**src/rtl/counter_mod.sv**
```systemverilog
// Modulo-N up/down counter with clock-enable prescaler, clamped synchronous load
// and wrap reporting; shared timebase for the exercise designs.
module counter_mod #(
    parameter int unsigned     WIDTH    = 8,
    parameter longint unsigned MODULUS  = 256,
    parameter int unsigned     PRESCALE = 1,
    parameter longint unsigned INIT     = 0
) (
    input  logic             clock,
    input  logic             reset,
    input  logic             enable,
    input  logic             up,
    input  logic             load,
    input  logic [WIDTH-1:0] load_value,
    input  logic             clear_wrap,
    output logic [WIDTH-1:0] count,
    output logic             tick,
    output logic             wrap,
    output logic             wrap_sticky,
    output logic             terminal
);

    localparam int unsigned      PSC_W    = (PRESCALE > 1) ? $clog2(PRESCALE) : 1;
    localparam logic [WIDTH-1:0] MAX_CNT  = WIDTH'(MODULUS - 1);
    localparam logic [WIDTH-1:0] INIT_CNT = WIDTH'(INIT);
    localparam logic [PSC_W-1:0] PSC_LAST = PSC_W'(PRESCALE - 1);

    // Declaration initialisers make the power-up state equal the reset state.
    logic [WIDTH-1:0] r_count  = INIT_CNT;
    logic [PSC_W-1:0] r_psc    = '0;
    logic             r_tick   = 1'b0;
    logic             r_wrap   = 1'b0;
    logic             r_sticky = 1'b0;

    logic             w_at_top;
    logic             w_at_zero;
    logic             w_step;
    logic             w_boundary;
    logic [WIDTH-1:0] w_count_step;
    logic [WIDTH-1:0] w_load_val;

    always_comb begin
        w_at_top     = (r_count == MAX_CNT);
        w_at_zero    = (r_count == '0);
        w_step       = enable && (r_psc == PSC_LAST);
        w_boundary   = up ? w_at_top : w_at_zero;
        w_count_step = r_count;
        if (up) begin
            w_count_step = w_at_top ? '0 : r_count + WIDTH'(1);
        end else begin
            w_count_step = w_at_zero ? MAX_CNT : r_count - WIDTH'(1);
        end
        // Out-of-range load values clamp to the top of the modulus range.
        w_load_val = (load_value > MAX_CNT) ? MAX_CNT : load_value;
    end

    always_ff @(posedge clock) begin
        if (reset) begin
            r_count  <= INIT_CNT;
            r_psc    <= '0;
            r_tick   <= 1'b0;
            r_wrap   <= 1'b0;
            r_sticky <= 1'b0;
        end else if (load) begin
            r_count <= w_load_val;
            r_psc   <= '0;
            r_tick  <= 1'b0;
            r_wrap  <= 1'b0;
            if (clear_wrap) begin
                r_sticky <= 1'b0;
            end
        end else begin
            r_tick <= w_step;
            r_wrap <= w_step && w_boundary;
            if (enable) begin
                if (w_step) begin
                    r_psc   <= '0;
                    r_count <= w_count_step;
                end else begin
                    r_psc <= r_psc + PSC_W'(1);
                end
            end
            // A wrap in the same cycle as clear_wrap keeps the flag set.
            if (w_step && w_boundary) begin
                r_sticky <= 1'b1;
            end else if (clear_wrap) begin
                r_sticky <= 1'b0;
            end
        end
    end

    assign count       = r_count;
    assign tick        = r_tick;
    assign wrap        = r_wrap;
    assign wrap_sticky = r_sticky;
    assign terminal    = up ? w_at_top : w_at_zero;

endmodule

```
**config.mk**
```make
export PLATFORM = sky130hd
export DESIGN_NAME = counter_mod
export DESIGN_NICKNAME = d
export VERILOG_FILES = /design/src/rtl/counter_mod.sv
export SDC_FILE = /design/constraint.sdc
export NUM_CORES = 1
export LEC_CHECK = 0
export CORE_MARGIN = 2
export CORE_UTILIZATION = 45
export DETAILED_ROUTE_END_ITERATION = 8
export PLACE_DENSITY = 0.74
export REMOVE_ABC_BUFFERS = 1
export SLEW_MARGIN = 20
export SYNTH_ARGS = -nofsm -noshare
export SYNTH_HDL_FRONTEND = slang
export SYNTH_SLANG_ARGS = --single-unit
```
**constraint.sdc**
```tcl
create_clock -name clock -period 2.08 [get_ports clock]
set_clock_uncertainty 0.2 [all_clocks]
set_input_delay 0.312 -clock clock [delete_from_list [all_inputs] [get_ports clock]]
set_output_delay 0.312 -clock clock [all_outputs]
set_load 0.1 [all_outputs]
```
======== After elaboration in Yosys (flattened, before gate mapping) ========
Cells that the tools add are included.
cells by class
  muxes and demuxes ....................... 12
  reductions and logical operators ........ 7
  equality and inequality tests ........... 1
  add/sub/neg operators ................... 3
  bitwise logic cells ..................... 1
  $lt $le $gt $ge ......................... 1
operator list
  cell                                                                 number
  8-bit 2-to-1 mux                                                     7
  8-bit by 1-bit adder with 8-bit output (second input constant)       1
  8-bit equality test (second input constant)                          1
  8-bit > comparator (second input constant)                           1
  8-bit logical NOT                                                    1
  8-bit by 1-bit subtractor with 8-bit output (second input constant)  1
  1-bit 2-to-1 mux                                                     5
  2-bit nonzero test                                                   2
  1-bit logical AND                                                    2
  2-bit AND reduction                                                  1
  2-bit OR reduction                                                   1
  1-bit adder (second input constant)                                  1
  1-bit NOT                                                            1
word-level totals
  word-level logic and storage cells ...... 30
  output and inout port bits .............. 12
  input bits .............................. 14
  bits in registers ....................... 12

======== Longest topological paths before layout ========
Gate-level depths: netlist of run 1.
  depth in word-level cells ............... 6
  depth in mapped cells ................... 7
  depth with buffers taken out ............ 6

======== Worst setup path before layout of run 1 ========
Ideal clock, no wire load.
  path type ............................... register to output
  start point ............................. reg r_count[0] (netlist: count[0])
  end point ............................... out terminal
  path buffers ............................ 1
  cell stages (with the launch flop) ...... 6
  arrival time ............................ 2299 ps
  setup slack ............................. -731 ps
  data required time ...................... 1568 ps
  cells stage by stage .................... dfxtp_1 buf_2 inv_1 ha_1 and3_2 or2_2
on the way
  cells in the longest elaborated chain, start to end .. 2
  elaborated cells between the ends (all ways) .. 3
  those cells by class .................... eq/ne (1); mux (1); reduce/logical (1)
ends and longest elaborated chain
  item                                                      line    RTL
  from (decl)                                               29      logic [WIDTH-1:0] r_count = INIT_CNT;
  from (signal assigned)                                    65      r_count <= w_load_val;
  from (signal assigned)                                    78      r_count <= w_count_step;
  8-bit equality test or 8-bit logical NOT (tied branches)  43, 44
  1-bit 2-to-1 mux (*)                                      96      assign terminal = up ? w_at_top : w_at_zero;
  to (decl)                                                 20      output logic terminal
Every way passes the cells marked *; elsewhere a longest branch is shown, timed or not.

======== Worst setup path after layout of run 1 ========
  start point ............................. reg r_count[5] (netlist: count[5])
  end point ............................... out terminal
The elaborated chain is that of the path after synthesis.

==> results of run 1 <==
synthesized netlist by cell type (2+ instances only):
master and number:
o31a_1 2, nor3b_1 2, o21a_1 3, nor2_1 6
buf_4 2, ha_1 3, a31oi_1 5, o2bb2ai_1 2
nand2b_1 6, nand4_1 2, buf_2 4, a221oi_1 3
o2111ai_1 2, dfxtp_1 12, nand3_1 4, nor2b_1 4
o21ai_0 5, clkbuf_1 5, nand2_1 9, or2_2 2
o31ai_1 2, inv_1 7, nor3_1 8, a21oi_1 8
o21bai_1 2
worst max-delay path by stage:
stage          slack, ns  cells past startpoint  endpoint             startpoint
6_report            0.06                      4  terminal  count[5]$_SDFFE_PP0P_
5_1_grt             0.01                      4  terminal  count[5]$_SDFFE_PP0P_
4_1_cts            0.002                      5  terminal  count[1]$_SDFFE_PP0P_
3_5_place_dp       -0.04                      5  terminal                     up
3_3_place_gp       -0.05                      5  terminal                     up
2_1_floorplan      -0.87                      4  terminal  count[1]$_SDFFE_PP0P_
logic make-up (layout without fill, tap and decap cells):
family / count (synthesis) / in the layout / share of synthesized area [%]
and+or+nand+nor: 53 / 53 / 31.2
AOI/OAI and AO/OA: 44 / 44 / 31.5
buffers and inverters: 19 / 55 / 9.02
DFF: 12 / 12 / 23.7
adders and majority gates: 3 / 3 / 3.71
xor gates and xnor gates: 1 / 1 / 0.865
where the power goes:
| group | internal, W | total, W | leakage (nW) | switching [W] |
|---|---|---|---|---|
| registers | 0.000247 | 0.000276 | 0.102 | 0.0000299 |
| logic | 0.000188 | 0.000438 | 0.484 | 0.000249 |
| clock network | 0.0000673 | 0.000147 | 0.0138 | 0.0000798 |
critical path, delay by kind of cell (launching register included):
family | cells | cell delay (ns)
buf+inv | 1 | 0.16
simple gates | 3 | 0.70
flops | 1 | 0.37
routing by layer:
layer,vias up,track usage [%]
met5,-,0
li1,569,-
met4,0,9.65
met3,5,1.75
met2,36,44.4
met1,495,30.9
sequential cells by signal, indices dropped and copies added (netlist names):
signal and count:
count 8, r_psc 1, tick 1, wrap 1
wrap_sticky 1
cell type report:
cell class                 instances  area (sq um)  share of cell area [%]
multi-input combinational        101           701                    45.6
timing repair buffer              45           494                    32.2
sequential                        12           256                    16.7
tap                               28          35.0                    2.28
inverter                           7          26.3                    1.71
clock buffer                       3          22.5                    1.47
timing repair:
item                                    CTS  global route
pin swaps                                 2             0
setup buffers                             1             0
gates resized for setup                  12             5
endpoints found under the setup margin    1             1
through the flow:
stage	setup WS, ns	util [%]	setup TNS [ns]	std cells	total power, W
6_report	0.0579	70.8	0	196	0.000861
5_1_grt	0.0110	70.8	0	196	0.000904
4_1_cts	0.00169	70.2	0	196	0.000869
3_5_place_dp	-0.0440	67.8	-0.0440	192	0.000702
3_3_place_gp	-0.0473	67.8	-0.0473	192	0.000695
2_1_floorplan	-0.875	-	-4.83	120	0.000519
==> flow_summary.json, run 1 <==
{
  "pwr_density_cell_mw_per_mm2": 561,
  "rrSetupSlack_ns": 0.30,
  "viasPerCell": 5.64,
  "routed_wl_microns": 2920,
  "critPathCaptureType": "primary output",
  "areaGrowthSynthToFinish_pct": 51.7,
  "tritoncts.num_buffers": 3,
  "final.min_clock_period_ns": 2.02,
  "required_ns": 1.57,
  "coreArea_sq_mm": 0.00217,
  "nets": 187,
  "worstSetupPathType": "register to primary output",
  "n_antenna_cell": 0,
  "clock_latency_ns": 0.29,
  "holdCritStartpoint": "r_psc$_SDFFE_PP0P_",
  "initial_core_util_pct": 46.7,
  "critPathSlowestCell": "dfxtp_2",
  "dieArea_sq_mm": 0.00264,
  "max_stage_delay_ns": 0.37,
  "synth-seq-cells": 12,
  "final_common_cell": "buf_4",
  "syn-cell-area_sq_mm": 0.00101,
  "die_x_microns": 51.4,
  "synth_edf_count": 0,
  "tightest_slew_ns": 0.507,
  "slew_violations": 0,
  "cp.arrival_ns": 1.51,
  "ff2ff_path_depth": 5,
  "htreeDepth": 1,
  "fin_crit_sh_pct": 97.2,
  "port_buffers": 25,
  "wl_met2_microns": 1530,
  "synth_top_area_share_pct": 23.7,
  "path_max_fanout": 8,
  "ys.flop_type": "dfxtp_1",
  "fp-row-count": 17,
  "met1Wirelength_microns": 1210,
  "clk_path_buf_depth": 2,
  "grt_max_degree": 22,
  "dr_total_vias": 1105,
  "max_slew_margin_pct": 65.8,
  "grt_pass1_vias": 1134,
  "grt_pass1_wl_microns": 5020,
  "cap_violations": 0,
  "design_area_sq_mm": 0.00154,
  "firstDrtPassIters": 6,
  "reg2reg_to": "count[7]$_SDFFE_PP0P_",
  "die_y_microns": 51.4,
  "overflow": 0,
  "min_path_cells": 1,
  "path_clk_slew_ns": 0.08,
  "whs_ns": 0.331,
  "final_cell_mix": "22 x buf_4, 12 x clkdlybuf4s50_1, 10 x buf_12",
  "setup_viol": 0,
  "place_hpwl_microns": 2270,
  "drt_iter0_drc": 22,
  "nFillCells": 197,
  "peakVddDrop_v": 0.000431,
  "ys_types": 47,
  "post_drt_wl_per_cell_microns": 14.9,
  "drive_gt1_share_pct": 32.1,
  "syn_area_per_cell_sq_um": 7.67,
  "cts.sinks": 12,
  "synthCells": 132,
  "path_cells": "nor4_4 > and3_2 > or2_4 > buf_12",
  "num_io_pins": 26,
  "drc": 0,
  "finalHoldViolCount": 0,
  "synth-seq-area-share_pct": 23.7,
  "dpl_cell_area_sq_mm": 0.00147,
  "gp_congestion": 0.888,
  "cp-start-kind": "register",
  "max_freq_ghz": 0.495,
  "antenna_found_initial": 0,
  "root_buffer": "clkbuf_4",
  "yosys.area.top_type": "dfxtp_1",
  "antenna_left": 0,
  "hold_end": "r_psc$_SDFFE_PP0P_",
  "status": "complete, no violations",
  "cts-hold-fix-buffers": 0,
  "track_usage_pct": 24.9,
  "cts_tree": "built",
  "synthArstFlopShare_pct": 0,
  "timing.rr.start": "count[5]$_SDFFE_PP0P_",
  "top_layer_used": "met4",
  "wl_met3_microns": 129,
  "yosys_warnings": 0,
  "synth_area_leaders": "dfxtp_1 24%, a21oi_1 4.0%, nor3_1 4.0%",
  "p_leak_nw": 0.600,
  "hp-class": "register to register",
  "rsz0062_at_grt": "false"
}
Note: power is estimated with default switching activity, not from simulation.
==> inputs of run 2 (changes only) <==
==> constraint.sdc (replaced) <==
create_clock -name clock -period 2.08 [get_ports clock]
set_clock_uncertainty 0.2 [all_clocks]
set_input_delay 0.312 -clock clock [delete_from_list [all_inputs] [get_ports clock]]
set_output_delay 0.312 -clock clock [all_outputs]
set_load 0.02 [all_outputs]
==> run 2 against run 1 <==
Effect of this change:
- sequential share of layout area is 0.28 points lower
- critical path depth rose by 1
- non-clock buffer count is 6 higher
- cell count is 3.1% higher
- largest power group unchanged
- register-to-register slack lost 0.16 ns
- first-iteration DRC count is 4.5% higher
- combinational power down 27%
- routed wire length increased by 1.8%
- sequential cell count is the same
==> flow_summary.json, run 2 (synthesis results as in run 1) <==
{
  "critPathSlowestCell": "dfxtp_2",
  "drive_gt1_share_pct": 24.1,
  "areaGrowthSynthToFinish_pct": 46.0,
  "critPathCaptureType": "primary output",
  "cap_violations": 0,
  "die_x_microns": 51.4,
  "dieArea_sq_mm": 0.00264,
  "port_buffers": 25,
  "htreeDepth": 1,
  "path_clk_slew_ns": 0.09,
  "num_io_pins": 26,
  "slew_violations": 0,
  "firstDrtPassIters": 5,
  "pwr_density_cell_mw_per_mm2": 498,
  "tritoncts.num_buffers": 3,
  "grt_pass1_vias": 1127,
  "cts.sinks": 12,
  "coreArea_sq_mm": 0.00217,
  "path_cells": "ha_1 > nand4_1 > nor3_2 > or2_2 > buf_4",
  "antenna_left": 0,
  "grt_max_degree": 16,
  "gp_congestion": 0.840,
  "status": "complete, no violations",
  "layout.cells.non_filler": 202,
  "p_leak_nw": 0.614,
  "hp-class": "register to register",
  "routed_wl_microns": 2970,
  "overflow": 0,
  "timing.rr.start": "count[3]$_SDFFE_PP0P_",
  "setup_viol": 0,
  "final_cell_mix": "26 x buf_4, 21 x clkdlybuf4s50_1, 10 x dfxtp_1",
  "whs_ns": 0.339,
  "dpl_cell_area_sq_mm": 0.00144,
  "ff2ff_path_depth": 5,
  "rrSetupSlack_ns": 0.14,
  "initial_core_util_pct": 46.7,
  "largest_reg_flops": 8,
  "hold_end": "r_psc$_SDFFE_PP0P_",
  "tightest_slew_ns": 0.540,
  "final.min_clock_period_ns": 2.00,
  "placed_cells": 199,
  "place_hpwl_microns": 2320,
  "cp.arrival_ns": 1.49,
  "crit_family": "simple AND/OR/NAND/NOR gates",
  "rsz0062_at_grt": "false",
  "nFillCells": 200,
  "finalPower_w": 0.000735,
  "multi_input_area_sq_um": 688,
  "reg2reg_to": "count[7]$_SDFFE_PP0P_",
  "cts_tree": "built",
  "nets": 193,
  "seq_area_sq_um": 243,
  "max_freq_ghz": 0.500,
  "cp-start-kind": "register",
  "crit_buf_inv": 1,
  "fin_crit_sh_pct": 96.2,
  "clk_path_buf_depth": 2,
  "root_buffer": "clkbuf_4",
  "cts_setup_buffers": 0,
  "holdCritStartpoint": "r_psc$_SDFFE_PP0P_",
  "finalHoldViolCount": 0,
  "max_slew_margin_pct": 63.5,
  "drc": 0,
  "fp-row-count": 17,
  "required_ns": 1.57,
  "track_usage_pct": 25.4,
  "min_path_cells": 1,
  "worstSetupPathType": "register to primary output",
  "clock_latency_ns": 0.29,
  "die_y_microns": 51.4,
  "fin_util_pct": 68.1,
  "peakVddDrop_v": 0.000366,
  "path_max_fanout": 4,
  "max_stage_delay_ns": 0.34,
  "antenna_found_initial": 0,
  "drt_iter0_drc": 23,
  "post_drt_wl_per_cell_microns": 14.7,
  "n_antenna_cell": 0,
  "design_area_sq_mm": 0.00148,
  "grt_pass1_wl_microns": 5000,
  "dr_total_vias": 1123,
  "viasPerCell": 5.56,
  "final_common_cell": "buf_4"
}
[run 2: cell types whose count changed in the layout (fill, tap and decap cells not counted), sizes merged]
cell	change
dlymetal6s2s	+3
clkdlybuf4s50	+9
buf	-5
dlygate4sd2	-1
[run 2: power breakdown]
group	leakage (nW)	switching (W)	internal (W)
registers	0.0994	0.0000190	0.000246
clock network	0.0138	0.0000859	0.0000672
logic	0.501	0.000154	0.000164
total	0.614	0.000259	0.000477
[run 2: layout make-up]
cell class                 instances  share of cell area (%)
inverter                           7                    1.78
multi-input combinational        101                    46.6
tap                               28                    2.37
timing repair buffer              51                    31.3
clock buffer                       3                    1.52
sequential                        12                    16.4
[run 2: metrics by stage]
| stage | TNS, ns | worst slack, ns |
|---|---|---|
| 2_1_floorplan | 0 | 0.0328 |
| 3_3_place_gp | -0.389 | -0.389 |
| 3_5_place_dp | -0.419 | -0.419 |
| 4_1_cts | 0 | 0.0108 |
| 5_1_grt | 0 | 0.0110 |
| 6_report | 0 | 0.0784 |
[run 2: worst max path at each step]
stage	startpoint	end	slack [ns]	cells past startpoint
final	count[1]$_SDFFE_PP0P_	terminal	0.08	5
after CTS	up	terminal	0.01	5
after floorplan	count[1]$_SDFFE_PP0P_	terminal	0.03	4
after global routing	count[5]$_SDFFE_PP0P_	count[5]	0.01	2
after detailed placement	up	terminal	-0.42	5
after global placement	up	terminal	-0.39	5
[run 2: metal layers]
metal,GRT usage [%],routed length [microns],vias to the layer above
met5,0,0,-
met4,8.33,31,0
met3,2.92,95,4
met2,44.2,1450,23
met1,32.3,1390,520
li1,-,-,576
[run 2: worst reg2reg max path: cells and delay by family (launching register included)]
kind	cells	cell delay [ns]
compound gates	2	0.65
flops	1	0.43
buf+inv	1	0.21
simple gates	2	0.31
[run 2: what timing repair did]
| action | in CTS | in global routing |
|---|---|---|
| hold buffers | 0 | 0 |
| gates resized for setup | 5 | 7 |
| pin swaps | 0 | 1 |
| endpoints found under the setup margin | 1 | 3 |
